==> src/rtl/trap_ctrl_if.sv <==
// Commit-stage / CSR-file bundle for the machine-mode trap sequencer.
// The master side is the pipeline and CSR file; the slave side is trap_ctrl.
interface trap_ctrl_if #(
  parameter int XLEN = 32
);
  logic            i_valid;
  logic [XLEN-1:0] i_pc;
  logic [31:0]     i_inst;
  logic [XLEN-1:0] i_badaddr;
  logic            i_ex_inst_illegal;
  logic            i_ex_inst_addr;
  logic            i_ex_ebreak;
  logic            i_ex_ecall;
  logic            i_ex_ld_addr;
  logic            i_ex_st_addr;
  logic            i_mret;
  logic            i_mie;
  logic            i_meie;
  logic            i_msie;
  logic            i_mtie;
  logic            i_meip;
  logic            i_msip;
  logic            i_mtip;
  logic [XLEN-1:0] i_mtvec;
  logic [XLEN-1:0] i_mepc;
  logic            i_drain_done;
  logic            i_redirect_ack;

  logic            o_stall;
  logic            o_flush;
  logic            o_trap_we;
  logic [XLEN-1:0] o_mepc_wd;
  logic [XLEN-1:0] o_mcause_wd;
  logic [XLEN-1:0] o_mtval_wd;
  logic            o_push_mstatus;
  logic            o_pop_mstatus;
  logic            o_redirect;
  logic [XLEN-1:0] o_redirect_pc;
  logic            o_busy;

  modport master (
    output i_valid, i_pc, i_inst, i_badaddr,
           i_ex_inst_illegal, i_ex_inst_addr, i_ex_ebreak, i_ex_ecall,
           i_ex_ld_addr, i_ex_st_addr, i_mret,
           i_mie, i_meie, i_msie, i_mtie, i_meip, i_msip, i_mtip,
           i_mtvec, i_mepc, i_drain_done, i_redirect_ack,
    input  o_stall, o_flush, o_trap_we, o_mepc_wd, o_mcause_wd, o_mtval_wd,
           o_push_mstatus, o_pop_mstatus, o_redirect, o_redirect_pc, o_busy
  );

  modport slave (
    input  i_valid, i_pc, i_inst, i_badaddr,
           i_ex_inst_illegal, i_ex_inst_addr, i_ex_ebreak, i_ex_ecall,
           i_ex_ld_addr, i_ex_st_addr, i_mret,
           i_mie, i_meie, i_msie, i_mtie, i_meip, i_msip, i_mtip,
           i_mtvec, i_mepc, i_drain_done, i_redirect_ack,
    output o_stall, o_flush, o_trap_we, o_mepc_wd, o_mcause_wd, o_mtval_wd,
           o_push_mstatus, o_pop_mstatus, o_redirect, o_redirect_pc, o_busy
  );
endinterface

==> src/rtl/trap_ctrl.sv <==
// Machine-mode trap sequencer: picks interrupt > exception > MRET on a valid
// commit, then walks the pipeline through flush, drain, CSR commit and redirect.
module trap_ctrl #(
  parameter int XLEN = 32
) (
  input  logic       i_clk,
  input  logic       i_rst,
  trap_ctrl_if.slave bus
);

  localparam logic [1:0] S_IDLE     = 2'd0;
  localparam logic [1:0] S_DRAIN    = 2'd1;
  localparam logic [1:0] S_COMMIT   = 2'd2;
  localparam logic [1:0] S_REDIRECT = 2'd3;

  localparam logic [1:0] K_NONE = 2'd0;
  localparam logic [1:0] K_INT  = 2'd1;
  localparam logic [1:0] K_EXC  = 2'd2;
  localparam logic [1:0] K_RET  = 2'd3;

  logic [1:0]      state_q, state_d;
  logic [1:0]      kind_q, kind_d;
  logic [XLEN-1:0] mepc_q, mcause_q, mtval_q, target_q;
  logic [XLEN-1:0] mepc_d, mcause_d, mtval_d, target_d;
  logic            flush_q;

  logic            irq_e, irq_s, irq_t;
  logic            take_int, take_exc, take_ret, accept;
  logic [3:0]      code;
  logic [XLEN-1:0] base;

  // Only the word-aligned part of mepc forms the return target.
  logic unused_mepc_lsb;
  assign unused_mepc_lsb = ^bus.i_mepc[1:0];

  always_comb begin
    irq_e    = bus.i_meie & bus.i_meip;
    irq_s    = bus.i_msie & bus.i_msip;
    irq_t    = bus.i_mtie & bus.i_mtip;
    take_int = bus.i_mie & (irq_e | irq_s | irq_t);
    take_exc = bus.i_ex_inst_addr | bus.i_ex_inst_illegal | bus.i_ex_ebreak |
               bus.i_ex_ecall | bus.i_ex_ld_addr | bus.i_ex_st_addr;
    take_ret = bus.i_mret;
    // Gated by reset so every output reads zero while reset is held.
    accept   = i_rst & (state_q == S_IDLE) & bus.i_valid &
               (take_int | take_exc | take_ret);
  end

  // NOTE: every variable written here gets a default first, so no latch is inferred.
  always_comb begin
    code    = 4'd0;
    mtval_d = '0;
    if (take_int) begin
      if (irq_e)      code = 4'd11;
      else if (irq_s) code = 4'd3;
      else            code = 4'd7;
    end else if (bus.i_ex_inst_addr) begin
      code    = 4'd0;
      mtval_d = bus.i_badaddr;
    end else if (bus.i_ex_inst_illegal) begin
      code    = 4'd2;
      mtval_d = XLEN'(bus.i_inst);
    end else if (bus.i_ex_ebreak) begin
      code    = 4'd3;
      mtval_d = bus.i_pc;
    end else if (bus.i_ex_ecall) begin
      code    = 4'd11;
    end else if (bus.i_ex_ld_addr) begin
      code    = 4'd4;
      mtval_d = bus.i_badaddr;
    end else if (bus.i_ex_st_addr) begin
      code    = 4'd6;
      mtval_d = bus.i_badaddr;
    end

    mepc_d             = bus.i_pc;
    mcause_d           = XLEN'(code);
    mcause_d[XLEN-1]   = take_int;
    base               = {bus.i_mtvec[XLEN-1:2], 2'b00};

    if (take_int)      kind_d = K_INT;
    else if (take_exc) kind_d = K_EXC;
    else               kind_d = K_RET;

    if (kind_d == K_RET)
      target_d = {bus.i_mepc[XLEN-1:2], 2'b00};
    else if (take_int && bus.i_mtvec[1:0] == 2'b01)
      target_d = base + (XLEN'(code) << 2);
    else
      target_d = base;
  end

  always_comb begin
    state_d = state_q;
    case (state_q)
      S_IDLE:     if (accept)             state_d = S_DRAIN;
      S_DRAIN:    if (bus.i_drain_done)   state_d = S_COMMIT;
      S_COMMIT:                           state_d = S_REDIRECT;
      S_REDIRECT: if (bus.i_redirect_ack) state_d = S_IDLE;
      default:                            state_d = S_IDLE;
    endcase
  end

  // NOTE: sequential state uses non-blocking assignments so all registers update together.
  always_ff @(posedge i_clk or negedge i_rst) begin
    if (!i_rst) begin
      state_q <= S_IDLE;
      flush_q <= 1'b0;
    end else begin
      state_q <= state_d;
      flush_q <= accept;
    end
  end

  // The latched trap fields are cleared by reset too, because they drive outputs directly.
  always_ff @(posedge i_clk or negedge i_rst) begin
    if (!i_rst) begin
      kind_q   <= K_NONE;
      mepc_q   <= '0;
      mcause_q <= '0;
      mtval_q  <= '0;
      target_q <= '0;
    end else if (accept) begin
      kind_q   <= kind_d;
      mepc_q   <= mepc_d;
      mcause_q <= mcause_d;
      mtval_q  <= mtval_d;
      target_q <= target_d;
    end
  end

  logic in_commit, is_trap;
  assign in_commit = (state_q == S_COMMIT);
  assign is_trap   = (kind_q == K_INT) | (kind_q == K_EXC);

  assign bus.o_stall        = (state_q != S_IDLE) | accept;
  assign bus.o_flush        = flush_q;
  assign bus.o_trap_we      = in_commit & is_trap;
  assign bus.o_push_mstatus = in_commit & is_trap;
  assign bus.o_pop_mstatus  = in_commit & (kind_q == K_RET);
  assign bus.o_mepc_wd      = mepc_q;
  assign bus.o_mcause_wd    = mcause_q;
  assign bus.o_mtval_wd     = mtval_q;
  assign bus.o_redirect     = (state_q == S_REDIRECT);
  assign bus.o_redirect_pc  = (state_q == S_REDIRECT) ? target_q : '0;
  assign bus.o_busy         = (state_q != S_IDLE);

endmodule
==> src/flat_wrapper.sv <==
// flat-port wrapper written by rule: the top's interface ports become plain ports
module trap_ctrl_flat 
#(
  parameter int XLEN = 32
)
  (i_clk, i_rst, bus_i_valid, bus_i_pc, bus_i_inst, bus_i_badaddr, bus_i_ex_inst_illegal, bus_i_ex_inst_addr, bus_i_ex_ebreak, bus_i_ex_ecall, bus_i_ex_ld_addr, bus_i_ex_st_addr, bus_i_mret, bus_i_mie, bus_i_meie, bus_i_msie, bus_i_mtie, bus_i_meip, bus_i_msip, bus_i_mtip, bus_i_mtvec, bus_i_mepc, bus_i_drain_done, bus_i_redirect_ack, bus_o_stall, bus_o_flush, bus_o_trap_we, bus_o_mepc_wd, bus_o_mcause_wd, bus_o_mtval_wd, bus_o_push_mstatus, bus_o_pop_mstatus, bus_o_redirect, bus_o_redirect_pc, bus_o_busy);
  trap_ctrl_if #(.XLEN(XLEN)) bus_i ();
  input  logic i_clk;
  input  logic i_rst;
  input wire logic [$bits(bus_i.i_valid)-1:0] bus_i_valid;
  input wire logic [$bits(bus_i.i_pc)-1:0] bus_i_pc;
  input wire logic [$bits(bus_i.i_inst)-1:0] bus_i_inst;
  input wire logic [$bits(bus_i.i_badaddr)-1:0] bus_i_badaddr;
  input wire logic [$bits(bus_i.i_ex_inst_illegal)-1:0] bus_i_ex_inst_illegal;
  input wire logic [$bits(bus_i.i_ex_inst_addr)-1:0] bus_i_ex_inst_addr;
  input wire logic [$bits(bus_i.i_ex_ebreak)-1:0] bus_i_ex_ebreak;
  input wire logic [$bits(bus_i.i_ex_ecall)-1:0] bus_i_ex_ecall;
  input wire logic [$bits(bus_i.i_ex_ld_addr)-1:0] bus_i_ex_ld_addr;
  input wire logic [$bits(bus_i.i_ex_st_addr)-1:0] bus_i_ex_st_addr;
  input wire logic [$bits(bus_i.i_mret)-1:0] bus_i_mret;
  input wire logic [$bits(bus_i.i_mie)-1:0] bus_i_mie;
  input wire logic [$bits(bus_i.i_meie)-1:0] bus_i_meie;
  input wire logic [$bits(bus_i.i_msie)-1:0] bus_i_msie;
  input wire logic [$bits(bus_i.i_mtie)-1:0] bus_i_mtie;
  input wire logic [$bits(bus_i.i_meip)-1:0] bus_i_meip;
  input wire logic [$bits(bus_i.i_msip)-1:0] bus_i_msip;
  input wire logic [$bits(bus_i.i_mtip)-1:0] bus_i_mtip;
  input wire logic [$bits(bus_i.i_mtvec)-1:0] bus_i_mtvec;
  input wire logic [$bits(bus_i.i_mepc)-1:0] bus_i_mepc;
  input wire logic [$bits(bus_i.i_drain_done)-1:0] bus_i_drain_done;
  input wire logic [$bits(bus_i.i_redirect_ack)-1:0] bus_i_redirect_ack;
  output wire logic [$bits(bus_i.o_stall)-1:0] bus_o_stall;
  output wire logic [$bits(bus_i.o_flush)-1:0] bus_o_flush;
  output wire logic [$bits(bus_i.o_trap_we)-1:0] bus_o_trap_we;
  output wire logic [$bits(bus_i.o_mepc_wd)-1:0] bus_o_mepc_wd;
  output wire logic [$bits(bus_i.o_mcause_wd)-1:0] bus_o_mcause_wd;
  output wire logic [$bits(bus_i.o_mtval_wd)-1:0] bus_o_mtval_wd;
  output wire logic [$bits(bus_i.o_push_mstatus)-1:0] bus_o_push_mstatus;
  output wire logic [$bits(bus_i.o_pop_mstatus)-1:0] bus_o_pop_mstatus;
  output wire logic [$bits(bus_i.o_redirect)-1:0] bus_o_redirect;
  output wire logic [$bits(bus_i.o_redirect_pc)-1:0] bus_o_redirect_pc;
  output wire logic [$bits(bus_i.o_busy)-1:0] bus_o_busy;
  assign bus_i.i_valid = bus_i_valid;
  assign bus_i.i_pc = bus_i_pc;
  assign bus_i.i_inst = bus_i_inst;
  assign bus_i.i_badaddr = bus_i_badaddr;
  assign bus_i.i_ex_inst_illegal = bus_i_ex_inst_illegal;
  assign bus_i.i_ex_inst_addr = bus_i_ex_inst_addr;
  assign bus_i.i_ex_ebreak = bus_i_ex_ebreak;
  assign bus_i.i_ex_ecall = bus_i_ex_ecall;
  assign bus_i.i_ex_ld_addr = bus_i_ex_ld_addr;
  assign bus_i.i_ex_st_addr = bus_i_ex_st_addr;
  assign bus_i.i_mret = bus_i_mret;
  assign bus_i.i_mie = bus_i_mie;
  assign bus_i.i_meie = bus_i_meie;
  assign bus_i.i_msie = bus_i_msie;
  assign bus_i.i_mtie = bus_i_mtie;
  assign bus_i.i_meip = bus_i_meip;
  assign bus_i.i_msip = bus_i_msip;
  assign bus_i.i_mtip = bus_i_mtip;
  assign bus_i.i_mtvec = bus_i_mtvec;
  assign bus_i.i_mepc = bus_i_mepc;
  assign bus_i.i_drain_done = bus_i_drain_done;
  assign bus_i.i_redirect_ack = bus_i_redirect_ack;
  assign bus_o_stall = bus_i.o_stall;
  assign bus_o_flush = bus_i.o_flush;
  assign bus_o_trap_we = bus_i.o_trap_we;
  assign bus_o_mepc_wd = bus_i.o_mepc_wd;
  assign bus_o_mcause_wd = bus_i.o_mcause_wd;
  assign bus_o_mtval_wd = bus_i.o_mtval_wd;
  assign bus_o_push_mstatus = bus_i.o_push_mstatus;
  assign bus_o_pop_mstatus = bus_i.o_pop_mstatus;
  assign bus_o_redirect = bus_i.o_redirect;
  assign bus_o_redirect_pc = bus_i.o_redirect_pc;
  assign bus_o_busy = bus_i.o_busy;
  trap_ctrl #(.XLEN(XLEN)) u_core (.i_clk(i_clk), .i_rst(i_rst), .bus(bus_i));
endmodule
==> config.mk <==
export PLATFORM = sky130hd
export DESIGN_NAME = trap_ctrl_flat
export DESIGN_NICKNAME = d
export VERILOG_FILES = /design/src/rtl/trap_ctrl_if.sv /design/src/rtl/trap_ctrl.sv /design/src/flat_wrapper.sv
export SDC_FILE = /design/constraint.sdc
export NUM_CORES = 1
export LEC_CHECK = 0
export ABC_CLOCK_PERIOD_IN_PS = 5800
export BUFFER_PORTS_ARGS = -buffer_cell sky130_fd_sc_hd__buf_2
export CORE_AREA = 3 3 121 123
export DETAILED_ROUTE_END_ITERATION = 12
export DIE_AREA = 0 0 124 126
export PLACE_DENSITY = 0.87
export SLEW_MARGIN = 20
export SYNTH_ARGS = -nofsm -noshare
export SYNTH_HDL_FRONTEND = slang
export SYNTH_SLANG_ARGS = --single-unit
==> constraint.sdc <==
create_clock -name i_clk -period 5.8 [get_ports i_clk]
set_clock_uncertainty 0.2 [all_clocks]
set_input_delay 1.16 -clock i_clk [delete_from_list [all_inputs] [get_ports i_clk]]
set_output_delay 1.16 -clock i_clk [all_outputs]
set_load 0.02 [all_outputs]
==> results of run 1 <==
critical path, cell delays in order:
cell and delay (ps):
buf_2 350, nor4_1 530, o211ai_2 460, o21ai_4 310, nand2_1 80, buf_2 170
layer usage:
metal  wire, microns  vias to the layer above  track usage, %
met2            9550                      362            41.7
met1            7890                     2885            30.8
met3            1830                       50            4.94
li1                -                     2908               -
met4             591                        0            10.2
met5               0                        -               0
synth_stat cells, types with 2 or more instances:
library cell    n
a21o_1          2
nand3_1        13
clkbuf_1       24
nor2b_1         2
a222oi_1        2
buf_4          31
o21ai_0        63
a31oi_1         2
nor2_1         62
xnor2_1        16
o21ai_1         4
nand2b_1        3
nor3_1          6
ha_1           10
a21oi_1        47
nand3b_1        2
nand4_1        10
nand2_1       166
o211ai_1        3
o22ai_1        11
clkbuf_2        2
buf_2          13
xor2_1         10
and3_1          8
dfrtp_1       104
and2_1         34
a22oi_1        39
inv_1          14
final cells by class:
cell class                 instances  area (sq um)  area share (%)
antenna                            1          2.50          0.0329
clock buffer                      11           253            3.32
clock inverter                     4          52.6           0.690
inverter                          15          56.3           0.739
multi-input combinational        561          2950            38.7
sequential                       104          2600            34.2
tap                              180           225            2.96
timing repair buffer             290          1470            19.4
cell families after synthesis:
family	Yosys count
AO/OA/AOI/OAI	183
XOR/XNOR	26
adder cells (fa/ha/maj)	11
buffers and inverters	86
flip-flops	104
multiplexers	1
other	1
AND/OR/NAND/NOR	311
power by group through the flow:
stage / Combinational, mW / Clock [mW] / Sequential (mW)
2_1_floorplan: 0.632 / 0 / 1.46
3_3_place_gp: 1.36 / 0 / 1.20
3_5_place_dp: 1.40 / 0 / 1.22
4_1_cts: 1.41 / 0.647 / 1.21
5_1_grt: 1.53 / 0.674 / 1.25
6_report: 1.40 / 0.634 / 1.21
metrics by stage:
step	cell area, sq um	power, mW	setup slack (ps)	util, %
floorplan	6010	2.10	1640	-
global placement	7310	2.56	1310	53.1
detailed placement	7310	2.62	1150	53.1
CTS	7610	3.26	1350	55.3
global route	7620	3.46	1190	55.3
finish	7620	3.24	1370	55.3
registers in the layout, summed over array words and instances (netlist names):
signal	count
u_core.bus.o_flush	1
u_core.target_q	30
u_core.kind_q	2
u_core.bus.o_mtval_wd	32
u_core.bus.o_mepc_wd	32
u_core.bus.o_mcause_wd	5
u_core.state_q	2
worst max path at each step:
| stage | start | to | slack (ps) | cells after the start |
|---|---|---|---|---|
| finish | bus_i_ex_inst_addr | bus_o_stall | 1370 | 6 |
| global route | bus_i_ex_inst_addr | bus_o_stall | 1190 | 6 |
| CTS | bus_i_ex_inst_addr | bus_o_stall | 1350 | 6 |
| detailed placement | bus_i_ex_inst_addr | u_core.target_q[11]$_DFFE_PN0P_ | 1150 | 8 |
| global placement | bus_i_ex_inst_addr | u_core.target_q[29]$_DFFE_PN0P_ | 1310 | 8 |
| floorplan | bus_i_msie | bus_o_stall | 1640 | 6 |
==> flow_summary.ini, run 1 <==
[drt]
drtPass1Iterations = 5
wl_per_cell_microns = 17.0
vias_per_cell = 5.32
routed_wl_microns = 19900
first_iter_violations = 423
via_count = 6205
antenna_left = 0
remaining_drc_errors = 0

[worst_setup_path]
critPathCaptureType = output port
critical_path.max_fanout = 37
r2r_cells = 8
worstReg2RegEnd = u_core.target_q[11]$_DFFE_PN0P_
crit_path_start_kind = input pin
r2r_start = u_core.state_q[0]$_DFFE_PN0P_
worstSetupPathType = input pin to output port
arrival_ps = 3070
required_ps = 4440
rrSetupSlack_ps = 2960

[synth]
yosys_warnings = 0
syn_area_sq_um = 5910
yosys.area_share.adder_pct = 2.46
ys_seq_area_share_pct = 44.0
synth-simple-area-share_pct = 23.0
synth_area_per_cell_sq_um = 8.17
synth_xor_area_share_pct = 3.85
ys_ff_latch = 104
async_flop_share_pct = 100
post-synth-top-area-cell = dfrtp_1
yosys-top-cells-area = dfrtp_1 44%, nand2_1 11%, o21ai_0 5.3%
synth_top_family_by_area = simple AND/OR/NAND/NOR gates
synth_enable_flop_cells = 0
synthCells = 723
synth_compound_area_share_pct = 18.6
synth_top_area_share_pct = 44.0
yosys-mux-area-fraction_pct = 0.191
synthDistinctLibCells = 48
synth_ff_type = dfrtp_1

[grt]
grt_util_all_layers_pct = 24.8
grt_pass1_vias = 6027
grt_pass1_wl_microns = 30400
gr-total-overflow = 0
grt_max_degree = 96
antenna_found_initial = 1

[sta]
setup-violations-final = 0
max_freq_ghz = 0.226
hold_viol = 0
drv_slew = 0
rsz0062_at_grt = no
max_slew.worst_pin.slew_ps = 1040
max_slew_margin_pct = 30.5
period_share_pct = 76.3
fin_hold_ws_ps = 269
min_period_ps = 4430
fin_setup_tns_ps = 0

[power_and_ir_drop]
p_sw_mw = 1.36
irDropWorstVdd_uv = 193
combPwrFrac_pct = 43.1
power.density_nw_per_um2 = 426
power_frac_clock_pct = 19.6
internal_power_mw = 1.88
sw_frac_of_total_pct = 42.0
seq_power_share_pct = 37.4
power_leakage_nw = 4.04

[final_layout]
fin_nets = 1171
final_common_cell = buf_2
final_cell_mix = 281 x buf_2, 166 x nand2_1, 104 x dfrtp_1, 63 x o21ai_0, 62 x nor2_1
instances_no_fill = 1166
syn_to_final_growth_pct = 28.9
nFillCells = 1298
drive_gt1_share_pct = 31.8

[clock_network]
clock_sinks = 104
clock_latency_ps = 340
post_cts_resized = 0
post-cts-setup-buffers = 0
cts_buffers = 9
htree_levels = 3
cts_root_buf = clkbuf_16
cts_buffer_depth = 2
postCtsHoldBufs = 0
cts_tree = yes
clk_pin_slew_ps = 70

[floorplan]
pin_count = 314
initial_core_util_pct = 42.9
die_w_microns = 124
num_rows = 43
core_area_sq_um = 13800
dieArea_sq_um = 15600
die_h_microns = 126

[min_path]
min_from = u_core.target_q[5]$_DFFE_PN0P_
holdPathEnd = u_core.target_q[5]$_DFFE_PN0P_
min_path_type = flop to flop
hold_depth = 2

[flow_run]
max-cap-violations = 0

[place]
portBuffers = 282
numPlacedInstances = 1150
dpl.hpwl_microns = 14900
place.gp.congestion = 0.893

[run_status]
status = finished, final reports clean
Note: power is estimated with default switching activity, not from simulation.
==> inputs of run 2 (changes only) <==
- ABC_CLOCK_PERIOD_IN_PS: 5800 -> 4300
- clock period: 5.8 -> 4.3 ns (I/O delays scaled with it)
==> run 2 against run 1 <==
Via count barely moved. Clock power rose by 24%. Wire length rose by 0.32%. Setup slack got worse by 760 ps. Utilization rose by 0.082 points. Combinational power rose by 34%. Critical endpoint unchanged. Cell area rose by 0.15%. Sequential power rose by 35%. Final cell count rose by 0.43%. Power rose by 33%. Die area did not move.
==> flow_summary.ini, run 2 (synthesized netlist as in run 1, its figures left out) <==
[run_status]
status = finished, final reports clean

[drt]
via_count = 6201
routed_wl_microns = 19900
wl_per_cell_microns = 17.0
first_iter_violations = 547
antenna_left = 0
remaining_drc_errors = 0
drtPass1Iterations = 5
vias_per_cell = 5.30

[clock_network]
cts_buffer_depth = 2
postCtsHoldBufs = 0
post_cts_resized = 0
post-cts-setup-buffers = 0
clk_pin_slew_ps = 70
cts_tree = yes
cts_buffers = 9
htree_levels = 3
cts_root_buf = clkbuf_16
clock_latency_ps = 340
clock_sinks = 104

[sta]
max_slew_margin_pct = 34.2
max_freq_ghz = 0.271
max_slew.worst_pin.slew_ps = 988
hold_viol = 0
setup-violations-final = 0
rsz0062_at_grt = no
fin_setup_tns_ps = 0
period_share_pct = 85.8
min_period_ps = 3690
drv_slew = 0

[place]
dpl.hpwl_microns = 15200
portBuffers = 282
dpl-instance-area_sq_um = 7340
numPlacedInstances = 1155
place.gp.congestion = 0.903

[worst_setup_path]
required_ps = 3240
worstSetupPathType = input pin to output port
rrSetupSlack_ps = 1630
r2r_cells = 8
crit_path_start_kind = input pin
critical_path.max_fanout = 17
worstReg2RegEnd = u_core.bus.o_mepc_wd[10]$_DFFE_PN0P_
r2r_start = u_core.state_q[0]$_DFFE_PN0P_
arrival_ps = 2630
critPathCaptureType = output port

[grt]
antenna_found_initial = 1
gr-total-overflow = 0
grt_pass1_vias = 5906
grt_util_all_layers_pct = 24.8
grt_max_degree = 79
grt_pass1_wl_microns = 30400

[final_layout]
instances_no_fill = 1171
syn_to_final_growth_pct = 29.1
final_cell_mix = 281 x buf_2, 166 x nand2_1, 104 x dfrtp_1, 63 x o21ai_0, 62 x nor2_1
drive_gt1_share_pct = 32.0
fin_nets = 1176
final_cell_area_sq_um = 7630
n_antenna_cell = 0
final_common_cell = buf_2

[floorplan]
core_area_sq_um = 13800
dieArea_sq_um = 15600
die_h_microns = 126
die_w_microns = 124
num_rows = 43
initial_core_util_pct = 42.9
pin_count = 314

[power_and_ir_drop]
power.density_nw_per_um2 = 563
power_leakage_nw = 4.04
irDropWorstVdd_uv = 217

[flow_run]
max-cap-violations = 0

[min_path]
min_path_type = input pin to asynchronous set/reset pin
[run 2: how the worst max path moves through the flow]
stage	from	to	slack, ps	cells after the start
after floorplan	bus_i_ex_inst_illegal	u_core.target_q[30]$_DFFE_PN0P_	630	12
after global placement	bus_i_msie	u_core.target_q[31]$_DFFE_PN0P_	470	12
after detailed placement	bus_i_msie	u_core.target_q[15]$_DFFE_PN0P_	310	12
after CTS	bus_i_msie	bus_o_stall	620	7
after global routing	bus_i_msie	u_core.target_q[15]$_DFFE_PN0P_	480	12
final	bus_i_msie	bus_o_stall	610	7
[run 2: layout make-up]
type	instances	area (sq um)
clock inverters	5	40.0
multi-input cells	561	2950
flip-flops and latches	104	2600
clock buffers	11	243
repair buffers	295	1510
fillers	1305	6150
well taps	180	225
inverters	15	56.3
[run 2: power breakdown]
part / switching (mW) / internal, mW / leakage (nW)
Clock: 0.375 / 0.412 / 0.128
Sequential: 0.216 / 1.41 / 1.30
Combinational: 1.23 / 0.646 / 2.61
[run 2: layer usage]
layer | GRT usage (%) | wire length [microns]
met5 | 0 | 13
met4 | 9.47 | 534
met3 | 5.84 | 1840
met2 | 41.1 | 9640
met1 | 31.1 | 7900
[run 2: stage by stage]
stage,worst slack [ps],power [mW],hold slack (ps),util [%]
after floorplan,628,2.83,239,-
after global placement,468,3.47,253,53.3
after detailed placement,310,3.53,257,53.3
after CTS,620,4.33,230,55.4
after global routing,475,4.61,243,55.4
final,609,4.30,226,55.4
[run 2: critical path: stages]
cell      delay, ps
buf_2           100
a222oi_1        570
buf_4           260
o211ai_2        110
o21ai_4         430
nand2_1         110
buf_2           180
==> inputs of run 3 (changes only) <==
- CORE_AREA: 3 3 121 123 -> unset
- CORE_ASPECT_RATIO: unset -> 0.7
- CORE_MARGIN: unset -> 3
- CORE_UTILIZATION: unset -> 46
- DIE_AREA: 0 0 124 126 -> unset
- PLACE_DENSITY: 0.87 -> 0.92
- SLEW_MARGIN: 20 -> 10
==> run 3 against run 2 <==
Global-route usage up 2.1 points. Register-to-register slack got worse by 90 ps. Combinational power is essentially flat. Critical endpoint is now u_core.target_q[15]$_DFFE_PN0P_. Highest routed layer is now met4.
==> flow_summary.ini, run 3 (synthesized netlist as in run 1, its figures left out) <==
[clock_network]
postCtsHoldBufs = 0
cts_tree = yes
clk_pin_slew_ps = 70
post-cts-setup-buffers = 0
post_cts_resized = 0
cts_buffer_depth = 2
htree_levels = 3
cts_buffers = 9
clock_sinks = 104
cts_root_buf = clkbuf_16
clock_latency_ps = 330

[sta]
max_slew.worst_pin.slew_ps = 985
min_period_ps = 3570
max_freq_ghz = 0.280
setup_slack_ps = 726
drv_slew = 0
fin_setup_tns_ps = 0
max_slew_margin_pct = 34.3
period_share_pct = 83.1
rsz0062_at_grt = no
setup-violations-final = 0
hold_viol = 0

[power_and_ir_drop]
p_sw_mw = 1.85
internal_power_mw = 2.46
sw_frac_of_total_pct = 42.9
power.density_nw_per_um2 = 567
power_frac_clock_pct = 17.9
combPwrFrac_pct = 44.0
seq_power_share_pct = 38.1
irDropWorstVdd_uv = 436
power_leakage_nw = 4.05

[worst_setup_path]
r2r_start = u_core.state_q[0]$_DFFE_PN0P_
max_stage_delay_ps = 410
critical_path.top_delay_family = compound AO/OA/AOI/OAI gates
cp_slowest_cell = a221oi_1
critical_path.max_fanout = 8
worstPathCellList = buf_2 -> a222oi_1 -> buf_4 -> nor2_1 -> nor2_1 -> inv_1 -> ha_1 -> a21oi_1 -> o22ai_1 -> and2_1 -> nand2_1 -> a221oi_1 -> nor2_1
path_common_cell = nor2_1
arrival_ps = 3590
critPathCaptureType = flop
r2r_cells = 8
worstSetupPathType = input pin to flop
worst-path-buf-inv = 3
crit_path_start_kind = input pin
rrSetupSlack_ps = 1540
worstReg2RegEnd = u_core.target_q[30]$_DFFE_PN0P_
required_ps = 4310

[drt]
first_iter_violations = 548
remaining_drc_errors = 0
antenna_left = 0
routed_wl_microns = 20100
wl_per_cell_microns = 17.5
vias_per_cell = 5.43
drtPass1Iterations = 5
via_count = 6241

[min_path]
hold_depth = 2
min_path_type = flop to flop
min_from = u_core.bus.o_mepc_wd[4]$_DFFE_PN0P_
holdPathEnd = u_core.bus.o_mepc_wd[4]$_DFFE_PN0P_

[final_layout]
final_cell_mix = 281 x buf_2, 166 x nand2_1, 104 x dfrtp_1, 63 x o21ai_0, 62 x nor2_1
final_common_cell = buf_2
syn_to_final_growth_pct = 28.7
drive_gt1_share_pct = 32.2
fin_nets = 1177

[grt]
grt_pass1_vias = 5599
antenna_found_initial = 1
grt_pass1_wl_microns = 29800
grt_max_degree = 65
grt_util_all_layers_pct = 26.8
gr-total-overflow = 0

[floorplan]
dieArea_sq_um = 14300
core_area_sq_um = 12100
initial_core_util_pct = 48.7
die_h_microns = 101
die_w_microns = 141
pin_count = 314
num_rows = 33

[flow_run]
max-cap-violations = 0

[place]
portBuffers = 282
dp_worst_setup_slack_ps = 458
dpl.hpwl_microns = 15600
place.gp.congestion = 1.02

[run_status]
status = finished, final reports clean
run 3: layout make-up:
cell class / count / area, sq um
fill: 1081 / 4530
multi-input combinational: 561 / 2950
sequential: 104 / 2600
timing repair buffer: 296 / 1520
clock buffer: 9 / 225
tap: 157 / 196
inverter: 15 / 56.3
clock inverter: 7 / 55.1
antenna: 1 / 2.50
run 3: stage by stage:
| step | total power [mW] | instance area (sq um) | util [%] | hold WS (ps) | instances |
|---|---|---|---|---|---|
| 4_1_cts | 4.34 | 7600 | 62.6 | 275 | 1149 |
| 3_3_place_gp | 3.48 | 7320 | 60.3 | 252 | 1133 |
| 5_1_grt | 4.61 | 7610 | 62.7 | 289 | 1150 |
| 3_5_place_dp | 3.56 | 7320 | 60.3 | 258 | 1133 |
| 6_report | 4.31 | 7610 | 62.7 | 272 | 1150 |
| 2_1_floorplan | 2.83 | 6010 | - | 239 | 751 |
run 3: how the worst max path moves through the flow:
stage / from / endpoint / slack [ps] / cells after the start
finish: bus_i_meie / u_core.target_q[15]$_DFFE_PN0P_ / 730 / 13
global route: bus_i_msie / u_core.target_q[11]$_DFFE_PN0P_ / 600 / 13
CTS: bus_i_meie / u_core.target_q[15]$_DFFE_PN0P_ / 810 / 13
detailed placement: bus_i_meie / u_core.target_q[15]$_DFFE_PN0P_ / 460 / 13
global placement: bus_i_meie / u_core.target_q[15]$_DFFE_PN0P_ / 580 / 13
floorplan: bus_i_ex_inst_illegal / u_core.target_q[30]$_DFFE_PN0P_ / 630 / 12
run 3: power groups by stage:
stage | logic, mW | clock network [mW] | registers [mW]
5_1_grt | 2.08 | 0.840 | 1.69
3_3_place_gp | 1.85 | 0 | 1.63
6_report | 1.90 | 0.773 | 1.64
2_1_floorplan | 0.853 | 0 | 1.98
4_1_cts | 1.91 | 0.795 | 1.64
3_5_place_dp | 1.91 | 0 | 1.65
run 3: routing by layer:
metal  global-route usage [%]  part of all wire (%)
met3                     6.64                    10
met2                     43.0                    47
met5                        0                     0
met1                     37.7                    41
met4                     4.87                  0.86
run 3: tightest hold or removal path, stage by stage (launching register included):
cell and delay (ps):
dfrtp_1 340, nand2_1 50, nand2_1 50
